[src/rtl/des40_ctrl_pkg.sv]
// rtl/des40_ctrl_pkg.sv - shared types and widths for the des40_ctrl frame-sync deserializer
package des40_ctrl_pkg;

  typedef enum logic [1:0] {
    ST_IDLE,
    ST_HUNT,
    ST_PAYLOAD,
    ST_CHECK
  } state_t;

  localparam logic [7:0] SYNC_WORD_DEFAULT = 8'hA5;

  localparam int BIT_CNT_W  = 3;
  localparam int BYTE_CNT_W = 8;
  localparam int MISS_CNT_W = 4;
  localparam int ERR_CNT_W  = 8;

  function automatic logic [ERR_CNT_W-1:0] sat_inc(input logic [ERR_CNT_W-1:0] v);
    return (v == '1) ? v : v + ERR_CNT_W'(1);
  endfunction

endpackage

[src/rtl/des40_ctrl_if.sv]
// rtl/des40_ctrl_if.sv - serial bit input and byte output handshake bundle for des40_ctrl
interface des40_ctrl_if;

  logic       enable;
  logic       data_in;
  logic [7:0] byte_out;
  logic       byte_valid;
  logic       byte_ready;
  logic       frame_start;
  logic       frame_end;

  modport master (
    output enable, data_in, byte_ready,
    input  byte_out, byte_valid, frame_start, frame_end
  );

  modport slave (
    input  enable, data_in, byte_ready,
    output byte_out, byte_valid, frame_start, frame_end
  );

endinterface

[src/rtl/des40_ctrl_shift.sv]
// rtl/des40_ctrl_shift.sv - LSB-first 8-bit shifter with bit counter and "8 bits seen" flag
module des40_ctrl_shift
  import des40_ctrl_pkg::*;
(
  input  logic       clock_40,
  input  logic       reset_n,
  input  logic       clear,
  input  logic       shift_en,
  input  logic       data_in,
  output logic [7:0] shift_next,
  output logic       byte_done,
  output logic       full
);

  logic [7:0]           shift_q;
  logic [BIT_CNT_W-1:0] bit_cnt;

  // Post-shift view lets the FSM act on the byte in the same cycle its last bit arrives.
  assign shift_next = {data_in, shift_q[7:1]};
  assign byte_done  = shift_en && (bit_cnt == '1);

  always_ff @(posedge clock_40 or negedge reset_n) begin
    if (!reset_n) begin
      shift_q <= '0;
      bit_cnt <= '0;
      full    <= 1'b0;
    end else if (clear) begin
      shift_q <= '0;
      bit_cnt <= '0;
      full    <= 1'b0;
    end else if (shift_en) begin
      shift_q <= shift_next;
      bit_cnt <= bit_cnt + BIT_CNT_W'(1);
      if (bit_cnt == '1) full <= 1'b1;
    end
  end

endmodule

[src/rtl/des40_ctrl.sv]
// rtl/des40_ctrl.sv - serial frame-sync deserializer: hunt, payload, sync check and byte handshake
// Optional DES40_CTRL_ERRCNT_EN builds the saturating sync_err_cnt; otherwise it reads 8'h00.
module des40_ctrl
  import des40_ctrl_pkg::*;
#(
  parameter logic [7:0] SYNC_WORD   = SYNC_WORD_DEFAULT,
  parameter int         FRAME_BYTES = 16,
  parameter int         LOCK_MISSES = 3
) (
  input  logic         clock_40,
  input  logic         reset_n,
  input  logic         start,
  input  logic         stop,
  des40_ctrl_if.slave  strm,
  output logic         locked,
  output logic         overflow,
  output logic [7:0]   sync_err_cnt
);

  localparam logic [BYTE_CNT_W-1:0] LAST_BYTE  = BYTE_CNT_W'(FRAME_BYTES - 1);
  localparam logic [MISS_CNT_W-1:0] MISS_LIMIT = MISS_CNT_W'(LOCK_MISSES);

  state_t                state;
  logic [BYTE_CNT_W-1:0] byte_cnt;
  logic [MISS_CNT_W-1:0] miss_cnt;
  logic [7:0]            shift_next;
  logic                  shift_en, shift_clr, byte_done, full;
  logic                  sync_hit, hunt_hit, check_miss, lose_lock, emit;

  always_comb begin
    shift_en   = strm.enable && (state != ST_IDLE);
    sync_hit   = (shift_next == SYNC_WORD);
    hunt_hit   = (state == ST_HUNT) && shift_en && (full || byte_done) && sync_hit;
    check_miss = (state == ST_CHECK) && byte_done && !sync_hit;
    lose_lock  = check_miss && ((miss_cnt + MISS_CNT_W'(1)) == MISS_LIMIT);
    emit       = (state == ST_PAYLOAD) && byte_done;
    shift_clr  = !stop && (((state == ST_IDLE) && start) || hunt_hit || lose_lock);
  end

  des40_ctrl_shift u_shift (
    .clock_40   (clock_40),
    .reset_n    (reset_n),
    .clear      (shift_clr),
    .shift_en   (shift_en),
    .data_in    (strm.data_in),
    .shift_next (shift_next),
    .byte_done  (byte_done),
    .full       (full)
  );

  always_ff @(posedge clock_40 or negedge reset_n) begin
    if (!reset_n) begin
      state            <= ST_IDLE;
      byte_cnt         <= '0;
      miss_cnt         <= '0;
      locked           <= 1'b0;
      overflow         <= 1'b0;
      strm.byte_out    <= '0;
      strm.byte_valid  <= 1'b0;
      strm.frame_start <= 1'b0;
      strm.frame_end   <= 1'b0;
    end else if (stop) begin
      state           <= ST_IDLE;
      locked          <= 1'b0;
      strm.byte_valid <= 1'b0;
    end else begin
      if (start) overflow <= 1'b0;
      if (strm.byte_valid && strm.byte_ready) strm.byte_valid <= 1'b0;
      case (state)
        ST_IDLE: begin
          if (start) begin
            state    <= ST_HUNT;
            miss_cnt <= '0;
          end
        end
        ST_HUNT: begin
          if (hunt_hit) begin
            state    <= ST_PAYLOAD;
            byte_cnt <= '0;
            locked   <= 1'b1;
          end
        end
        ST_PAYLOAD: begin
          if (emit) begin
            // A completing byte only lands if the output slot is empty or draining this cycle.
            if (!strm.byte_valid || strm.byte_ready) begin
              strm.byte_out    <= shift_next;
              strm.byte_valid  <= 1'b1;
              strm.frame_start <= (byte_cnt == '0);
              strm.frame_end   <= (byte_cnt == LAST_BYTE);
            end else begin
              overflow <= 1'b1;
            end
            if (byte_cnt == LAST_BYTE) begin
              state    <= ST_CHECK;
              byte_cnt <= '0;
            end else begin
              byte_cnt <= byte_cnt + BYTE_CNT_W'(1);
            end
          end
        end
        ST_CHECK: begin
          if (byte_done) begin
            if (sync_hit) begin
              miss_cnt <= '0;
              state    <= ST_PAYLOAD;
            end else if (lose_lock) begin
              miss_cnt <= '0;
              locked   <= 1'b0;
              state    <= ST_HUNT;
            end else begin
              miss_cnt <= miss_cnt + MISS_CNT_W'(1);
              state    <= ST_PAYLOAD;
            end
          end
        end
        default: state <= ST_IDLE;
      endcase
    end
  end

`ifdef DES40_CTRL_ERRCNT_EN
  logic [ERR_CNT_W-1:0] err_cnt;

  always_ff @(posedge clock_40 or negedge reset_n) begin
    if (!reset_n) begin
      err_cnt <= '0;
    end else if (check_miss && !stop) begin
      err_cnt <= sat_inc(err_cnt);
    end
  end

  assign sync_err_cnt = err_cnt;
`else
  assign sync_err_cnt = 8'h00;
`endif

endmodule
[src/flat_wrapper.sv]
// flat-port wrapper written by rule: the top's interface ports become plain ports
module des40_ctrl_flat import des40_ctrl_pkg::*;
#(
  parameter logic [7:0] SYNC_WORD   = SYNC_WORD_DEFAULT,
  parameter int         FRAME_BYTES = 16,
  parameter int         LOCK_MISSES = 3
)
  (clock_40, reset_n, start, stop, locked, overflow, sync_err_cnt, strm_enable, strm_data_in, strm_byte_ready, strm_byte_out, strm_byte_valid, strm_frame_start, strm_frame_end);
  des40_ctrl_if strm_i ();
  input  logic clock_40;
  input  logic reset_n;
  input  logic start;
  input  logic stop;
  output logic locked;
  output logic overflow;
  output logic [7:0] sync_err_cnt;
  input wire logic [$bits(strm_i.enable)-1:0] strm_enable;
  input wire logic [$bits(strm_i.data_in)-1:0] strm_data_in;
  input wire logic [$bits(strm_i.byte_ready)-1:0] strm_byte_ready;
  output wire logic [$bits(strm_i.byte_out)-1:0] strm_byte_out;
  output wire logic [$bits(strm_i.byte_valid)-1:0] strm_byte_valid;
  output wire logic [$bits(strm_i.frame_start)-1:0] strm_frame_start;
  output wire logic [$bits(strm_i.frame_end)-1:0] strm_frame_end;
  assign strm_i.enable = strm_enable;
  assign strm_i.data_in = strm_data_in;
  assign strm_i.byte_ready = strm_byte_ready;
  assign strm_byte_out = strm_i.byte_out;
  assign strm_byte_valid = strm_i.byte_valid;
  assign strm_frame_start = strm_i.frame_start;
  assign strm_frame_end = strm_i.frame_end;
  des40_ctrl #(.SYNC_WORD(SYNC_WORD), .FRAME_BYTES(FRAME_BYTES), .LOCK_MISSES(LOCK_MISSES)) u_core (.clock_40(clock_40), .reset_n(reset_n), .start(start), .stop(stop), .strm(strm_i), .locked(locked), .overflow(overflow), .sync_err_cnt(sync_err_cnt));
endmodule
[config.mk]
export PLATFORM = sky130hd
export DESIGN_NAME = des40_ctrl_flat
export DESIGN_NICKNAME = d
export VERILOG_FILES = /design/src/rtl/des40_ctrl_pkg.sv /design/src/rtl/des40_ctrl_if.sv /design/src/rtl/des40_ctrl_shift.sv /design/src/rtl/des40_ctrl.sv /design/src/flat_wrapper.sv
export SDC_FILE = /design/constraint.sdc
export NUM_CORES = 1
export LEC_CHECK = 0
export ABC_AREA = 0
export BUFFER_PORTS_ARGS = -buffer_cell sky130_fd_sc_hd__buf_2
export CAP_MARGIN = 25
export CORE_MARGIN = 2
export CORE_UTILIZATION = 30
export CTS_BUF_LIST = sky130_fd_sc_hd__clkbuf_4
export CTS_CLUSTER_SIZE = 28
export DETAILED_ROUTE_END_ITERATION = 10
export PLACE_DENSITY = 0.6
export SYNTH_ARGS = -nofsm -noshare
export SYNTH_HDL_FRONTEND = slang
export SYNTH_HIERARCHICAL = 1
export SYNTH_SLANG_ARGS = --single-unit
export TNS_END_PERCENT = 30
[constraint.sdc]
create_clock -name clock_40 -period 2.5 [get_ports clock_40]
set_clock_uncertainty 0.1 [all_clocks]
set_input_delay 0.25 -clock clock_40 [delete_from_list [all_inputs] [get_ports clock_40]]
set_output_delay 0.25 -clock clock_40 [all_outputs]
set_load 0.01 [all_outputs]
==> summary.md, run 1 <==
| Metric | Value |
|---|---|
| Boundary pin count | `28` |
| Post-detailed-placement cell area | `0.002196 mm^2` |
| Total of max-cap violations | `0` |
| GRT Max-Usage Layer | `met2` |
| Final clock period utilization by the worst path | `92.09%` |
| TritonCTS clock tree | `built` |
| First-iteration detailed-routing DRC count | `100` |
| Remaining antenna violation count | `0` |
| Net switching component of the power | `282.2 uW` |
| CP endpoint kind | `register` |
| # resized after CTS | `0` |
| Number of flops mapped to enable cells by yosys | `0` |
| Final Core Density | `33.73%` |
| Number of rows created at floorplan | `30` |
| WL final | `4075 um` |
| Pin count of the biggest net entering global routing | `39` |
| Most used standard cell by instance count after synthesis | `sky130_fd_sc_hd__dfrtp_1` |
| Floorplan die area | `0.007456 mm^2` |
| Diodes inserted | `0` |
| Portion of total power attributed to combinational logic | `9.1%` |
| RePlAce Congestion | `0.8019` |
| Crit Path Class | `register to register` |
| Leading post-synthesis cells by instance count | `sky130_fd_sc_hd__dfrtp_1 (38), sky130_fd_sc_hd__nor2_1 (16), sky130_fd_sc_hd__nand2_1 (15)` |
| Total power density per cell area | `472.0 mW/mm^2` |
| Setup WS pre-CTS | `0.2468 ns` |
| Die outline width | `86.35 um` |
| Slew margin rel. | `43.97%` |
| Num Clock Sinks | `38` |
| Hold Crit Depth | `2` |
| Cell count after synthesis | `196` |
| GR Layer Usage met2 | `17.55%` |
| Clock Pin Slew Worst Setup and Hold Paths | `0.12 ns` |
| Syn_area_per_cell | `10.38 um^2` |
| Via count of the first global-routing pass | `1471` |
| Share of async-settable or async-resettable flops after synthesis | `100.0%` |
| Final min period | `2.302 ns` |
| Leakage | `1.074 nW` |
| Final Setup Violations | `0` |
| Worst setup margin | `0.1979 ns` |
| Top area cells in the synthesized netlist | `sky130_fd_sc_hd__dfrtp_1 (47%), sky130_fd_sc_hd__mux2i_1 (4.9%), sky130_fd_sc_hd__mux2_2 (4.4%)` |
| Floorplan core area | `0.006681 mm^2` |
| Min-delay worst type | `primary input to register` |
| Nets@finish | `233` |
| Later-pin clock latency in the skew report | `0.35 ns` |
| Internal power of the cells | `781.5 uW` |
| Clock network power share | `29.1%` |
| Hold wc startpoint | `strm_data_in` |
| Reg-to-Reg Start | `u_core/u_shift/bit_cnt[0]` |
| Data arrival time of the critical path | `2.42 ns` |
| Port Buf Inserts | `19` |
| Ratio of routed vias to standard cells | `5.050` |
| First drt pass iteration count | `4` |
| Maximum fanout along the worst path | `7` |
| Total of hold buffers inserted after clock tree synthesis | `1` |
| Placed Cells | `292` |
| Clock buffer count from CTS | `5` |
| Result of the run | `finished clean` |
| Max H-tree Level | `2` |
| Final Hold Fails | `0` |
| Required time of the critical path | `2.62 ns` |
| Buffers inserted during post-CTS setup optimization | `0` |
| Max Transition Viols Final | `0` |
| DRC violations left | `0` |
| Worst vdd ir | `0.2477 mV` |
| Sum of overflow across all layers after global routing | `0` |
| Sequential cell area fraction in the yosys report | `46.74%` |
| Sw Ratio | `26.53%` |
| Flop pwr share | `61.9%` |
| Global-route wire length before repair | `7148 um` |
| GRT Util Overall | `12.28%` |
| Root buf cell | `sky130_fd_sc_hd__clkbuf_4` |
| FF-to-FF path depth | `8` |
| Cell taking the most area after synthesis | `sky130_fd_sc_hd__dfrtp_1` |
| Unrepaired setup endpoints after global routing | `no` |
| Post-Synthesis Cell Area | `0.002034 mm^2` |
| Clock Path Buffers | `2` |
| Wire per inst | `13.58 um` |
| Post-synth cell types | `52` |
| Area overhead of the layout relative to synthesis | `10.76%` |
| Antenna violations before repair | `0` |
| Die height | `86.35 um` |
| Fin area | `0.002253 mm^2` |
| Number of vias in the routed layout | `1515` |
| Initial core utilization | `30.45%` |
| Post-route non-filler standard cell count | `300` |
| Dpl hpwl | `2862 um` |
| Total Negative Setup Slacks | `0 ns` |
| Fraction of layout cells with a size suffix above 1 | `21.36%` |
| Synth warnings | `6` |
| Synth top area share | `46.74%` |
| Pin slew with the least headroom to its limit | `0.8405 ns` |
| Critical path startpoint category | `register` |
| Max Clock Freq | `434.4 MHz` |
| Grt met3 use | `3.429%` |
| Critical path launch point | `u_core/u_shift/bit_cnt[0]` |
| Most used flip-flop cell after synthesis | `sky130_fd_sc_hd__dfrtp_1` |
| Synthesized flop and latch total | `38` |
| Met1 Track Usage GR | `16.71%` |
==> cell usage in the layout, fill, tap and decap left out, types with 3 or more instances in the layout <==
cell type and count:
sky130_fd_sc_hd__mux2_2 8, sky130_fd_sc_hd__nor3_1 4, sky130_fd_sc_hd__a21oi_1 4, sky130_fd_sc_hd__buf_4 6, sky130_fd_sc_hd__nand2b_1 3, sky130_fd_sc_hd__o31ai_1 3
sky130_fd_sc_hd__o21ai_0 7, sky130_fd_sc_hd__nor4_1 4, sky130_fd_sc_hd__nor2_1 16, sky130_fd_sc_hd__dfrtp_1 38, sky130_fd_sc_hd__inv_1 8, sky130_fd_sc_hd__nand3_1 6
sky130_fd_sc_hd__ha_1 6, sky130_fd_sc_hd__buf_2 19, sky130_fd_sc_hd__o22ai_1 3, sky130_fd_sc_hd__o21bai_1 3, sky130_fd_sc_hd__conb_1 8, sky130_fd_sc_hd__mux2i_1 10
sky130_fd_sc_hd__nand2_1 15, sky130_fd_sc_hd__clkbuf_4 5, sky130_fd_sc_hd__a31oi_1 3
==> power by group through the flow <==
stage / Clock, mW / Combinational (mW) / Sequential (mW)
2_1_floorplan: 0 / 0.0777 / 0.665
3_3_place_gp: 0 / 0.0962 / 0.669
3_5_place_dp: 0 / 0.0965 / 0.670
4_1_cts: 0.322 / 0.0987 / 0.658
5_1_grt: 0.360 / 0.113 / 0.661
6_report: 0.309 / 0.0965 / 0.658
==> per-stage QoR <==
step | power, mW | hold slack [ns]
CTS | 1.079 | 0.05612
finish | 1.064 | 0.06224
floorplan | 0.7425 | -0.1456
global placement | 0.7650 | 0.3139
detailed placement | 0.7665 | 0.3093
global route | 1.135 | 0.02708
==> area by class of cell <==
| class | instances | area [um^2] |
|---|---|---|
| flip-flops and latches | 38 | 950.9 |
| clock inverters | 2 | 10.01 |
| multi-input cells | 141 | 974.7 |
| fillers | 691 | 4428 |
| repair buffers | 26 | 150.1 |
| inverters | 8 | 30.03 |
| clock buffers | 5 | 37.54 |
| well taps | 80 | 100.1 |
==> worst max-delay path: stages (launching register included) <==
cell	delay [ns]
sky130_fd_sc_hd__dfrtp_1	0.38
sky130_fd_sc_hd__ha_1	0.16
sky130_fd_sc_hd__ha_1	0.16
sky130_fd_sc_hd__and2_2	0.21
sky130_fd_sc_hd__nor2_1	0.06
sky130_fd_sc_hd__or4_1	0.61
sky130_fd_sc_hd__o21ai_4	0.20
sky130_fd_sc_hd__buf_4	0.18
sky130_fd_sc_hd__o221ai_1	0.12
==> final timing paths <==
check	endpoint	slack, ns
min reg2reg	u_core/strm.frame_start	0.40
min in group asynchronous	u_core/byte_cnt[7]	0.42
max	u_core/byte_cnt[3]	0.20
max reg2reg	u_core/byte_cnt[3]	0.20
min	u_core/strm.byte_out[7]	0.06
max in group asynchronous	u_core/u_shift/shift_q[2]	1.35
==> sequential cells by signal, summed over array words and instances (netlist names) <==
name                     flops
u_core/byte_cnt              8
u_core/locked                1
u_core/strm.frame_start      1
u_core/strm.byte_valid       1
u_core/miss_cnt              4
u_core/overflow              1
u_core/strm.byte_out         8
u_core/u_shift/shift_q       7
u_core/u_shift/bit_cnt       3
u_core/state                 2
u_core/strm.frame_end        1
u_core/u_shift/full          1
==> kinds of logic after synthesis <==
family / after synthesis / synth area share [%]
and+or+nand+nor: 67 / 18.02
AOI/OAI and AO/OA: 39 / 13.78
other: 1 / 0.1843
adders and majority gates: 6 / 3.690
muxes: 19 / 10.09
xor gates and xnor gates: 2 / 0.8612
DFF: 38 / 46.74
buffers and inverters: 24 / 6.642
==> per-layer routing <==
layer | wire [um] | vias to the layer above
li1 | - | 740
met1 | 1950 | 736
met2 | 1841 | 29
met3 | 173 | 10
met4 | 110 | 0
met5 | 0 | -
(Power assumes the default switching activity.)
==> inputs of run 2 (changes only) <==
--- a/config.mk
+++ b/config.mk
@@ -6,13 +6,14 @@
 export NUM_CORES = 1
 export LEC_CHECK = 0
 export ABC_AREA = 0
-export BUFFER_PORTS_ARGS = -buffer_cell sky130_fd_sc_hd__buf_2
+export BUFFER_PORTS_ARGS = -buffer_cell sky130_fd_sc_hd__buf_4
 export CAP_MARGIN = 25
 export CORE_MARGIN = 2
 export CORE_UTILIZATION = 30
 export CTS_BUF_LIST = sky130_fd_sc_hd__clkbuf_4
 export CTS_CLUSTER_SIZE = 28
 export DETAILED_ROUTE_END_ITERATION = 10
+export GPL_TIMING_DRIVEN = 0
 export PLACE_DENSITY = 0.6
 export SYNTH_ARGS = -nofsm -noshare
 export SYNTH_HDL_FRONTEND = slang
==> run 2 against run 1 <==
  * Hold slack gained 0.0032 ns
  * Power grew 2.8%
  * Die area is the same
  * Maximum frequency shrank 3.3%
  * Register-to-register slack lost 0.08 ns
  * Combinational power grew 21%
  * Global-route usage shrank 0.17 points
  * First-iteration DRC count shrank 1.0%
  * Clock-buffer cell count grew 1
  * Final area grew 7.6%
  * Worst setup slack lost 0.079 ns
  * Sequential cell count is the same
==> summary.md, run 2 (same netlist as run 1, synthesis figures left out) <==
| Metric | Value |
|---|---|
| Min-delay worst type | `primary input to register` |
| Final Hold Fails | `0` |
| Critical path startpoint category | `register` |
| Max H-tree Level | `2` |
| Reg-to-reg critical path endpoint | `u_core/byte_cnt[0]` |
| Top library cells by usage in the layout, fill and taps aside | `sky130_fd_sc_hd__dfrtp_1 (37), sky130_fd_sc_hd__buf_4 (31), sky130_fd_sc_hd__nor2_1 (16)` |
| Num Clock Sinks | `38` |
| Remaining antenna violation count | `0` |
| Number of vias in the routed layout | `1543` |
| Pin count of the biggest net entering global routing | `39` |
| Global-route wire length before repair | `7141 um` |
| Port Buf Inserts | `19` |
| Total Negative Setup Slacks | `0 ns` |
| First-iteration detailed-routing DRC count | `99` |
| Die outline width | `86.35 um` |
| Critical path launch point | `u_core/state[1]` |
| Result of the run | `finished clean` |
| CP endpoint kind | `register` |
| Flop pwr share | `60.2%` |
| Leakage | `1.140 nW` |
| Boundary pin count | `28` |
| Final Setup Violations | `0` |
| Sum of overflow across all layers after global routing | `0` |
| TritonCTS clock tree | `built` |
| Crit path to | `u_core/byte_cnt[0]` |
| Max Transition Viols Final | `0` |
| Filler cell count in the final layout | `684` |
| Final clock period utilization by the worst path | `95.25%` |
| Post-detailed-placement cell area | `0.002305 mm^2` |
| Regs by FF count | `u_core/byte_cnt x8, u_core/strm.byte_out x8, u_core/u_shift/shift_q x7` |
| Clock buffer count from CTS | `5` |
| Unrepaired setup endpoints after global routing | `no` |
| Area overhead of the layout relative to synthesis | `19.19%` |
| Total power density per cell area | `450.8 mW/mm^2` |
| Net switching component of the power | `280.2 uW` |
| Setup WS pre-CTS | `-0.3434 ns` |
| Clock Pin Slew Worst Setup and Hold Paths | `0.11 ns` |
| Later-pin clock latency in the skew report | `0.34 ns` |
| Initial core utilization | `30.45%` |
| GRT Util Overall | `12.12%` |
| Crit Path Class | `register to register` |
| Clock network power share | `29.2%` |
| Slew margin rel. | `48.82%` |
| Diodes inserted | `0` |
| Die height | `86.35 um` |
| Root buf cell | `sky130_fd_sc_hd__clkbuf_4` |
| Pin slew with the least headroom to its limit | `0.7607 ns` |
| Final Core Density | `36.29%` |
| Via count of the first global-routing pass | `1445` |
| Cell with the biggest individual delay on the critical path | `sky130_fd_sc_hd__dfrtp_2` |
| Dpl hpwl | `2851 um` |
| Worst vdd ir | `0.2464 mV` |
| Internal power of the cells | `812.9 uW` |
| Sw Ratio | `25.64%` |
| Floorplan die area | `0.007456 mm^2` |
| Commonest non-fill, non-tap cell in the layout | `sky130_fd_sc_hd__dfrtp_1` |
| Floorplan core area | `0.006681 mm^2` |
| Data arrival time of the critical path | `2.53 ns` |
| Antenna violations before repair | `0` |
| Final min period | `2.381 ns` |
| Fin area | `0.002425 mm^2` |
| First drt pass iteration count | `4` |
| Clock Path Buffers | `2` |
| Ratio of routed vias to standard cells | `4.946` |
| List of cells traversed by the critical path | `o21a_4 -> buf_8 -> and2_4 -> nor2_1 -> or4_1 -> clkbuf_4 -> o21ai_4 -> mux2_4` |
| Total of max-cap violations | `0` |
| Maximum fanout along the worst path | `11` |
| Reg2reg setup slack | `0.12 ns` |
| Max Clock Freq | `419.9 MHz` |
| Fraction of layout cells with a size suffix above 1 | `25.86%` |
| Largest stage delay on the critical path | `0.47 ns` |
| RePlAce Congestion | `0.8270` |
| WL final | `4129 um` |
| Number of rows created at floorplan | `30` |
| Reg-to-Reg Start | `u_core/state[1]` |
| Portion of total power attributed to combinational logic | `10.7%` |
| DRC violations left | `0` |
| Worst setup margin | `0.1187 ns` |
| Nets@finish | `244` |
| FF-to-FF path depth | `8` |
| Required time of the critical path | `2.64 ns` |
| Wire per inst | `13.23 um` |
[run 2: metrics by stage]
stage / hold WS [ns] / power, mW / instances
floorplan: -0.1456 / 0.7425 / 203
CTS: 0.05031 / 1.113 / 312
global placement: 0.1565 / 0.7774 / 302
detailed placement: 0.1571 / 0.7805 / 302
finish: 0.06546 / 1.093 / 312
global route: 0.08461 / 1.159 / 312
[run 2: worst min path at each step]
stage            startpoint                   endpoint  slack (ns)  depth (start not counted)
6_report       strm_data_in  u_core/u_shift/shift_q[7]        0.07                          3
5_1_grt        strm_data_in  u_core/u_shift/shift_q[7]        0.08                          3
4_1_cts        strm_data_in  u_core/u_shift/shift_q[7]        0.05                          3
3_5_place_dp        reset_n         u_core/byte_cnt[1]        0.16                          1
3_3_place_gp        reset_n         u_core/byte_cnt[0]        0.16                          1
2_1_floorplan       reset_n         u_core/byte_cnt[0]       -0.15                          0
[run 2: critical path: cells and delay by family (launching register included)]
kind,cells,cell delay (ns)
and+or+nand+nor,3,0.70
DFF,1,0.47
AOI/OAI and AO/OA,2,0.36
buffers and inverters,2,0.34
muxes,1,0.31
[run 2: repair_timing]
action / CTS / global route
setup endpoints to repair: 26 / 24
hold endpoints to repair: 38 / 0
pin swaps: 2 / 1
buffers inserted: 2 / 0
gates resized for setup: 5 / 7
hold buffers: 1 / 0
[run 2: power groups by stage]
stage / sequential [mW] / combinational, mW / clock, mW
global placement: 0.669 / 0.109 / 0
floorplan: 0.665 / 0.0777 / 0
detailed placement: 0.670 / 0.110 / 0
finish: 0.658 / 0.117 / 0.319
CTS: 0.658 / 0.116 / 0.340
global route: 0.661 / 0.135 / 0.363
[run 2: cell type report]
class / instances / area (um^2) / area share (%)
tap: 80 / 100.1 / 4.128
clock inverter: 2 / 8.758 / 0.3612
clock buffer: 6 / 45.04 / 1.858
inverter: 8 / 30.03 / 1.238
multi-input combinational: 141 / 998.5 / 41.18
buffer: 15 / 122.6 / 5.057
sequential: 38 / 952.2 / 39.27
timing repair buffer: 22 / 167.7 / 6.914
[run 2: metal layers]
| layer | vias to the layer above | share of wire [%] | GRT usage, % |
|---|---|---|---|
| li1 | 768 | - | - |
| met1 | 739 | 50 | 16.99 |
| met2 | 31 | 44 | 17.97 |
| met3 | 5 | 4.1 | 2.667 |
| met4 | 0 | 1.6 | 5.256 |
| met5 | - | 0 | 0 |
